`config.mk`:
```
export PLATFORM = sky130hd
export DESIGN_NAME = bmult_share_sched
export DESIGN_NICKNAME = d
export VERILOG_FILES = /design/src/rtl/bmult_sched_pkg.sv /design/src/rtl/bmult_share_sched_fifo.sv /design/src/rtl/bmult_share_sched.sv
export SDC_FILE = /design/constraint.sdc
export NUM_CORES = 1
export LEC_CHECK = 0
export ABC_AREA = 1
export ABC_CLOCK_PERIOD_IN_PS = 4700
export CAP_MARGIN = 10
export CORE_ASPECT_RATIO = 1.75
export CORE_MARGIN = 4
export CORE_UTILIZATION = 24
export CTS_CLUSTER_SIZE = 16
export DETAILED_ROUTE_END_ITERATION = 10
export GPL_ROUTABILITY_DRIVEN = 0
export SLEW_MARGIN = 0
export SYNTH_ARGS = -nofsm -noshare
export SYNTH_HDL_FRONTEND = slang
export SYNTH_SLANG_ARGS = --single-unit
```
`constraint.sdc`:
```
create_clock -name clk -period 4.7 [get_ports clk]
set_input_delay 0.94 -clock clk [delete_from_list [all_inputs] [get_ports clk]]
set_output_delay 0.94 -clock clk [all_outputs]
set_load 0.03 [all_outputs]
```
`src/rtl/bmult_sched_pkg.sv`:
```
// Shared types and helpers for the Bmult24x24 sharing scheduler.
package bmult_sched_pkg;

  // Index width for n items, never less than one bit.
  function automatic int clog2_min1(input int n);
    int r;
    r = 0;
    for (int i = 0; i < 31; i++) begin
      if ((1 << i) < n) r = i + 1;
    end
    return (r < 1) ? 1 : r;
  endfunction

  localparam int DEF_NREQ = 4;
  localparam int DEF_W    = 24;
  localparam int ID_W     = clog2_min1(DEF_NREQ);

  typedef struct packed {
    logic [2*DEF_W-1:0] p;
    logic [ID_W-1:0]    id;
  } res_entry_t;

  typedef struct packed {
    logic            v;
    logic [ID_W-1:0] id;
  } tag_t;

endpackage

```
`src/rtl/bmult_share_sched_fifo.sv`:
```
// First-word-fall-through result FIFO; head entry is visible while not empty.
module bmult_res_fifo
  import bmult_sched_pkg::*;
#(
  parameter int  DEPTH   = 4,
  parameter type entry_t = res_entry_t,
  parameter int  CNT_W   = clog2_min1(DEPTH + 1)
) (
  input  logic             clk,
  input  logic             rst_n,
  input  logic             push,
  input  entry_t           din,
  input  logic             pop,
  output entry_t           dout,
  output logic             empty,
  output logic [CNT_W-1:0] count
);

  localparam int PTR_W = clog2_min1(DEPTH);

  entry_t           mem_q [DEPTH];
  logic [PTR_W-1:0] wr_q, wr_d;
  logic [PTR_W-1:0] rd_q, rd_d;
  logic [CNT_W-1:0] cnt_q, cnt_d;

  function automatic logic [PTR_W-1:0] bump(input logic [PTR_W-1:0] p);
    return (p == PTR_W'(DEPTH - 1)) ? '0 : p + 1'b1;
  endfunction

  // Next-state for pointers and occupancy; push and pop together keep the count.
  always_comb begin
    wr_d  = push ? bump(wr_q) : wr_q;
    rd_d  = pop  ? bump(rd_q) : rd_q;
    cnt_d = cnt_q;
    case ({push, pop})
      2'b10:   cnt_d = cnt_q + 1'b1;
      2'b01:   cnt_d = cnt_q - 1'b1;
      default: cnt_d = cnt_q;
    endcase
  end

  // Pointer and count registers.
  always_ff @(posedge clk or negedge rst_n) begin
    if (!rst_n) begin
      wr_q  <= '0;
      rd_q  <= '0;
      cnt_q <= '0;
    end else begin
      wr_q  <= wr_d;
      rd_q  <= rd_d;
      cnt_q <= cnt_d;
    end
  end

  // Storage array; contents are don't-care while the count says empty.
  always_ff @(posedge clk) begin
    if (push) mem_q[wr_q] <= din;
  end

  assign dout  = mem_q[rd_q];
  assign empty = (cnt_q == '0);
  assign count = cnt_q;

endmodule

```
`src/rtl/bmult_share_sched.sv`:
```
// Round-robin scheduler sharing one pipelined multiplier among NREQ clients.
// Operands are registered into the multiplier, the owner id rides a tag pipe
// matched to the multiplier latency, and tagged products land in a FIFO.
module bmult_share_sched
  import bmult_sched_pkg::*;
#(
  parameter int  NREQ       = 4,
  parameter int  W          = 24,
  parameter int  MULT_LAT   = 1,
  parameter int  FIFO_DEPTH = 4,
  localparam int IDW        = clog2_min1(NREQ)
) (
  input  logic                   clk,
  input  logic                   rst_n,
  input  logic [NREQ-1:0]        req_valid,
  output logic [NREQ-1:0]        req_ready,
  input  logic [NREQ-1:0][W-1:0] req_a,
  input  logic [NREQ-1:0][W-1:0] req_b,
  output logic [W-1:0]           mult_a,
  output logic [W-1:0]           mult_b,
  input  logic [2*W-1:0]         mult_p,
  output logic                   res_valid,
  input  logic                   res_ready,
  output logic [2*W-1:0]         res_p,
  output logic [IDW-1:0]         res_id,
  output logic                   busy
);

  localparam int CNT_W = clog2_min1(FIFO_DEPTH + 1);
  localparam int OCC_W = CNT_W + 1;

  if (FIFO_DEPTH < 1 || NREQ < 2) begin : g_bad_cfg
    $error("bmult_share_sched: FIFO_DEPTH must be >= 1 and NREQ >= 2");
  end

  typedef struct packed {
    logic [2*W-1:0] p;
    logic [IDW-1:0] id;
  } entry_t;

  typedef struct packed {
    logic           v;
    logic [IDW-1:0] id;
  } ptag_t;

  logic [IDW-1:0]   ptr_q, ptr_d;
  logic [W-1:0]     mult_a_q, mult_b_q;
  ptag_t            tag_q [MULT_LAT+1];
  logic [CNT_W-1:0] inflight_q, inflight_d;
  logic [CNT_W-1:0] fifo_cnt;
  logic [OCC_W-1:0] occ;
  logic [IDW-1:0]   grant;
  logic             found;
  logic             issue_en;
  logic             accept;
  logic             push;
  logic             pop;
  logic             empty;
  int               idx;
  entry_t           fifo_din, fifo_dout;

  // Credit check: every in-flight product already owns a FIFO slot. The gate on
  // rst_n keeps the request side quiet the instant reset asserts.
  assign occ      = OCC_W'(inflight_q) + OCC_W'(fifo_cnt);
  assign issue_en = rst_n && (occ < OCC_W'(FIFO_DEPTH));

  // Round-robin search from ptr_q upward, wrapping; recomputed every cycle.
  always_comb begin
    found = 1'b0;
    grant = '0;
    idx   = 0;
    for (int k = 0; k < NREQ; k++) begin
      idx = (int'(ptr_q) + k) % NREQ;
      if (!found && req_valid[IDW'(idx)]) begin
        found = 1'b1;
        grant = IDW'(idx);
      end
    end
  end

  // One-hot ready toward the granted requester only.
  always_comb begin
    req_ready = '0;
    if (found && issue_en) req_ready[grant] = 1'b1;
  end

  assign accept = found && issue_en;
  assign push   = tag_q[MULT_LAT].v;
  assign pop    = res_valid && res_ready;

  // Pointer advance and in-flight bookkeeping.
  always_comb begin
    ptr_d = ptr_q;
    if (accept) ptr_d = (grant == IDW'(NREQ - 1)) ? '0 : grant + 1'b1;
    inflight_d = inflight_q;
    case ({accept, push})
      2'b10:   inflight_d = inflight_q + 1'b1;
      2'b01:   inflight_d = inflight_q - 1'b1;
      default: inflight_d = inflight_q;
    endcase
  end

  // Issue registers and tag pipe; operands hold between accepts to avoid toggling.
  always_ff @(posedge clk or negedge rst_n) begin
    if (!rst_n) begin
      ptr_q      <= '0;
      mult_a_q   <= '0;
      mult_b_q   <= '0;
      inflight_q <= '0;
      for (int i = 0; i <= MULT_LAT; i++) tag_q[i] <= '0;
    end else begin
      ptr_q      <= ptr_d;
      inflight_q <= inflight_d;
      if (accept) begin
        mult_a_q <= req_a[grant];
        mult_b_q <= req_b[grant];
      end
      tag_q[0] <= '{v: accept, id: grant};
      for (int i = 1; i <= MULT_LAT; i++) tag_q[i] <= tag_q[i-1];
    end
  end

  assign fifo_din = '{p: mult_p, id: tag_q[MULT_LAT].id};

  bmult_res_fifo #(
    .DEPTH   (FIFO_DEPTH),
    .entry_t (entry_t),
    .CNT_W   (CNT_W)
  ) u_fifo (
    .clk   (clk),
    .rst_n (rst_n),
    .push  (push),
    .din   (fifo_din),
    .pop   (pop),
    .dout  (fifo_dout),
    .empty (empty),
    .count (fifo_cnt)
  );

  assign mult_a    = mult_a_q;
  assign mult_b    = mult_b_q;
  assign res_valid = !empty;
  assign res_p     = res_valid ? fifo_dout.p  : '0;
  assign res_id    = res_valid ? fifo_dout.id : '0;
  assign busy      = (occ != '0);

endmodule

```
* Yosys cells after proc, flatten, opt, wreduce, memory -nomap -nowiden
Memory sizes are Yosys's and may differ from the RTL's.
Cells that the tools add are included.
W data, S select, Z words.
** Storage, ports and cells
- Flip-flop bits (word level) :: 66
- Bits in latches :: 0
- Bits in writable memories :: 200
- Memory bits (read-only) :: 0
- Bits of input ports :: 247
- Output and inout port bits :: 104
- Memories kept :: 1
** Operators by class
- Add/subtract/negate cells :: 11
- Multiply operators :: 0
- Divide/modulo/power cells :: 0
- Order comparisons :: 7
- Equality and inequality tests :: 7
- Shift-type cells :: 0
- Mux-type cells :: 36
- Bitwise logic cells :: 0
- Reduce and logical (&&, ||, !) cells :: 15
** Memories
- u_fifo.mem_q :: words 4, width 50, rd ports 1, clocked after memory_dff 0, write ports 1, RTL line bmult_share_sched_fifo.sv:21 : entry_t mem_q [DEPTH];
** Operators with widths (number)
- $bmux W24 S2 :: 2
- $mux W24 :: 2
- $mux W48 :: 1
- $lt A2 B4 Y1 const B :: 4
- $mux W2 :: 8
- $mux W1 :: 15
- $pmux W3 S2 :: 2
- $eq A2 B2 Y1 const B :: 5
- $add A2 B1 Y2 const B :: 4
- $bmux W1 S2 :: 4
- $logic_and A1 B1 Y1 :: 7
- $add A3 B1 Y3 const B :: 2
- $sub A3 B1 Y3 const B :: 2
- $add A2 B2 Y2 const B :: 2
- $add A3 B3 Y4 :: 1
- $eq A2 B1 Y1 const B :: 2
- $logic_not A1 Y1 :: 4
- $lt A4 B3 Y1 const B :: 1
- $mux W4 :: 1
- $reduce_bool A2 Y1 :: 2
- $reduce_bool A4 Y1 :: 1
- $logic_not A3 Y1 :: 1
- $lt A2 B3 Y1 const B :: 1
- $demux W1 S2 :: 1
- $ge A2 B1 Y1 const B :: 1

* Depth between registers and ports, before layout
- Depth in word-level cells :: 18
- Depth in mapped cells :: 17
- Mapped depth without buffers :: 14

* Cells and area by module
Synthesis repeated with hierarchy kept, for this count alone.
** Second synthesis, totals
- Cell total of the unflattened synthesis :: 1641
- Area total of the unflattened synthesis :: 14106.0 µm²
** By module, submodules not included
- bmult_res_fifo :: instances 1, cells an instance 636, area an instance 8434.3 µm², seq. area each 6180.9 µm²
- bmult_share_sched :: instances 1, cells an instance 1005, area an instance 5671.7 µm², seq. area each 1476.4 µm²

* Worst setup path after synthesis
No wires, ideal clock.
- Path type :: input to output
- Start :: in req_valid[3]
- End :: out req_ready[3]
- Data arrival time :: 2.490 ns
- Required time :: 3.760 ns
- Setup slack :: 1.270 ns
- Stages on the path :: 13
- Path buffers :: 1
- Path through :: inv_1 > nand2_1 > nand3_1 > nand2_1 > nor2_4 > nand3_1 > nand3_1 > nand2_2 > inv_2 > buf_2 > ha_1 > inv_1 > nor2_1
** On the way
- Cells in the longest elaborated chain, start to end :: 18
- Elaborated cells on any way between the ends :: 33
** Ends and longest elaborated chain
- start: declaration :: RTL line bmult_share_sched.sv:15 : input logic [NREQ-1:0] req_valid,
- $bmux W1 S2 :: RTL line bmult_share_sched.sv:74 : if (!found && req_valid[IDW'(idx)]) begin
- $mux W1 (not written as such) (2 in a row) :: RTL line bmult_share_sched.sv:74
- $mux W1 :: RTL line bmult_share_sched.sv:74
- $logic_not A1 Y1 :: RTL line bmult_share_sched.sv:74
- $logic_and A1 B1 Y1 :: RTL line bmult_share_sched.sv:74
- $mux W1 :: RTL line bmult_share_sched.sv:74
- $logic_not A1 Y1 :: RTL line bmult_share_sched.sv:74
- $logic_and A1 B1 Y1 :: RTL line bmult_share_sched.sv:74
- [2 not listed]
- $logic_and A1 B1 Y1 :: RTL line bmult_share_sched.sv:74
- $mux W2 (*) :: RTL line bmult_share_sched.sv:74
- via grant[1] :: RTL line bmult_share_sched.sv:52 : logic [IDW-1:0] grant;
- $lt A2 B3 Y1 (not written as such) / $ge A2 B1 Y1 (equally long branches) :: RTL line bmult_share_sched.sv:84 : if (found && issue_en) req_ready[grant] = 1'b1;
- $logic_and A1 B1 Y1 (not written as such) :: RTL line bmult_share_sched.sv:84
- $mux W1 (not written as such) :: RTL line bmult_share_sched.sv:84
- $demux W1 S2 (*) :: RTL line bmult_share_sched.sv:84
- $mux W4 (*) :: RTL line bmult_share_sched.sv:84
- end: declaration :: RTL line bmult_share_sched.sv:16 : output logic [NREQ-1:0] req_ready,
Mark *: on every way through the listed nets, which the timed path passes. The rest lies on a longest branch. The select of a mux whose other input is x is not followed.

* Worst setup path after layout
- Start :: reg u_fifo.rd_q[0]
- End :: out res_p[10]
** On the way
- Cells in the longest elaborated chain, start to end :: 2
** Ends and longest elaborated chain
- start: declaration :: RTL line bmult_share_sched_fifo.sv:23 : logic [PTR_W-1:0] rd_q, rd_d;
- start signal: assignment :: RTL line bmult_share_sched_fifo.sv:50 : rd_q <= rd_d;
- $mem_v2 Z4 W50
- $mux W48 :: RTL line bmult_share_sched.sv:143 : assign res_p = res_valid ? fifo_dout.p : '0;
- end: declaration :: RTL line bmult_share_sched.sv:24 : output logic [2*W-1:0] res_p,
No other way between the ends.

==> impl_metrics.tcl <==
set metrics [dict create \
    status "finished clean" \
    grt_pass1_wl_um 65700 \
    die_h_um 320 \
    grt_pass1_vias 11811 \
    path_max_fanout 69 \
    dpl.cell_count 2496 \
    dieArea_mm2 0.0595 \
    cts-root-buf "clkbuf_16" \
    tightest_slew_ns 1.03 \
    fmax_mhz 237 \
    via_per_inst 4.55 \
    diodes 0 \
    synth_cells 1531 \
    synthFlopType "edfxtp_1" \
    fin_hold_ws_ns 0.348 \
    path_class "reg -> out" \
    synthArstFlopShare_pct 24.8 \
    worst_clock_skew_ns 0.0121 \
    period_share_pct 89.8 \
    p_leak_uw 0.00780 \
    start_util_pct 24.2 \
    io_buffer_count 350 \
    vdd_drop_max_mv 0.433 \
    fin_crit_ns 4.22 \
    clk_latency_ns 0.55 \
    maxSlewViolCount 0 \
    synth_cell_types 28 \
    total_power_uw 13900 \
    grt_setup_unrepaired "no" \
    cp_top_family "buffers and inverters" \
    syn2layout_area_growth_pct 37.6 \
    cp_slowest_cell "clkdlybuf4s50_1" \
    syn_area_per_cell_um2 8.70 \
    setup_viol 0 \
    required_ns 3.76 \
    final.setup.tns_ns 0 \
    vias 11545 \
    power.density_mw_per_mm2 756 \
    p_clk_share_pct 15.3 \
    max_slew_margin_pct 31.6 \
    clock_sinks 266 \
    layout_commonest_cell "clkdlybuf4s50_1" \
    yosys_warnings 0 \
    core_mm2 0.0551 \
    hold_violations 0 \
    core.rowCount 114 \
    wl_per_cell_um 17.2 \
    ios 351 \
    totalWireLength_um 43800 \
    cpPeakStageDelay_ns 0.72 \
    post_cts_buffers 0 \
    synth.net_count 1795 \
    cts_buffers 25 \
    grt_start_max_net_pins 98 \
    final_nets 2091 \
    ys_ff_latch 266 \
    cts_tree "done" \
    seqPwrFrac_pct 24.2 \
    hpwl_um 30200 \
    groute.usage.overall_pct 14.1 \
    ctsHoldBuffers 0 \
    startpoint_type "register" \
    fin_cells 2539 \
    p_sw_uw 6740 \
    firstDrtPassIters 5 \
    clk_transition_reported_paths_ns 0.06 \
    synth-edff-count 200 \
    postRouteAntennaNets 0 \
    p_int_uw 7120 \
    arrival_ns 3.28 \
    hold_class "reg -> reg" \
    seq_area_frac_synth_pct 57.5 \
    path_cells "inv_2 -> buf_12 -> o21ai_0 -> a21oi_1 -> clkdlybuf4s50_1" \
    cp.buffers_inverters 3 \
    drv_cap 0 \
    final_cell_mix "clkdlybuf4s50_1, nand2_1, inv_1" \
    antenna_found_initial 1 \
    p_sw_share_pct 48.6 \
    drive_gt1_share_pct 4.45 \
    clockBufferDepth 3 \
    remaining_drc_errors 0 \
    die_x_um 186 \
    htreeDepth 1 \
    cp-end-kind "output port" \
    drt_iter0_drc 550 \
    synth_area_mm2 0.0133 \
    cts_resized 0 \
    combPwrFrac_pct 60.5 \
    overflow 0 \
]
[final timing paths]
kind	from	end	slack, ns	cells past startpoint
max	u_fifo.rd_q[0]	res_p[10]	0.48	5
min	tag_q[4]	fifo_din[1]	0.35	0
max reg2reg	ptr_q[0]	mult_a[5]	1.62	14
min reg2reg	tag_q[4]	fifo_din[1]	0.35	0
max in group asynchronous	rst_n	u_fifo.rd_q[0]	3.42	2
min in group asynchronous	rst_n	fifo_din[0]	0.60	2
[layer usage]
metal / GRT usage, % / wire length [um] / vias up
met1: 15.4 / 16600 / 5442
met3: 3.58 / 3500 / 76
met2: 25.9 / 22200 / 444
met4: 4.86 / 1440 / 0
li1: - / - / 5583
met5: 0 / 0 / -
[worst register-to-register path, cell delays in order (launching register included)]
cell and delay [ns]:
dfrtp_1 0.54, inv_4 0.20, nand2_1 0.11, nand3_1 0.10, nand2_1 0.12, inv_1 0.13
nand2_1 0.10, nand2_4 0.08, buf_4 0.38, buf_4 0.60, nand4_1 0.19, nand3_1 0.23
nand2_1 0.08, nand2_1 0.06, nand2_1 0.07
[through the flow]
stage / setup slack, ns / cell area (um2) / util (%)
after floorplan: 1.27 / 13300 / -
after global placement: 0.902 / 17500 / 31.8
after detailed placement: 0.804 / 17500 / 31.8
after CTS: 0.340 / 18300 / 33.3
after global routing: 0.223 / 18300 / 33.3
final: 0.481 / 18300 / 33.3
[state kept, by name (all words and copies together) (netlist names)]
name,count
u_fifo.mem_q,200
mult_a,24
mult_b,24
inflight_q,3
tag_q,3
u_fifo.count,3
fifo_din,2
ptr_q,2
u_fifo.rd_q,2
u_fifo.wr_q,2
push,1
[kinds of logic (layout without fill, tap and decap cells)]
group | after synthesis | in the layout | share of synthesized area, %
flip-flops | 266 | 266 | 57.5
AND/OR/NAND/NOR | 755 | 755 | 24.5
multiplexers | 1 | 1 | 0.0846
AO/OA/AOI/OAI | 163 | 163 | 6.13
adder cells (fa/ha/maj) | 17 | 17 | 1.77
XOR/XNOR | 5 | 5 | 0.329
buffers and inverters | 324 | 636 | 9.70
[cells in the mapped netlist, types with 2 or more instances]
master | count | area share [%]
nand4_1 | 96 | 4.5
buf_6 | 2 | 0.17
buf_2 | 31 | 1.2
clkbuf_1 | 53 | 1.5
buf_1 | 9 | 0.25
fa_1 | 3 | 0.45
buf_4 | 5 | 0.28
o21ai_0 | 109 | 4.1
nand3_1 | 106 | 4.0
ha_1 | 14 | 1.3
xnor2_1 | 5 | 0.33
a21oi_1 | 53 | 2.0
nand3_4 | 2 | 0.26
dfrtp_1 | 66 | 12
nand2_2 | 3 | 0.14
inv_1 | 219 | 6.2
nand2_1 | 335 | 9.4
edfxtp_1 | 200 | 45
nor2_1 | 209 | 5.9
inv_2 | 3 | 0.085
[power groups by stage]
stage / Combinational [uW] / Clock [uW] / Sequential (uW)
6_report: 8380 / 2120 / 3350
5_1_grt: 9220 / 2280 / 3410
4_1_cts: 8510 / 2200 / 3360
3_5_place_dp: 8480 / 0 / 3400
3_3_place_gp: 8380 / 0 / 3380
2_1_floorplan: 5180 / 0 / 3650
[area by class of cell]
| class | instances | area (um2) |
|---|---|---|
| inverter | 224 | 843 |
| multi-input combinational | 941 | 4390 |
| timing repair buffer | 369 | 3720 |
| clock inverter | 14 | 203 |
| fill | 5666 | 36700 |
| clock buffer | 29 | 641 |
| sequential | 266 | 7660 |
| tap | 696 | 871 |
Power figures use the tool's default switching activity.
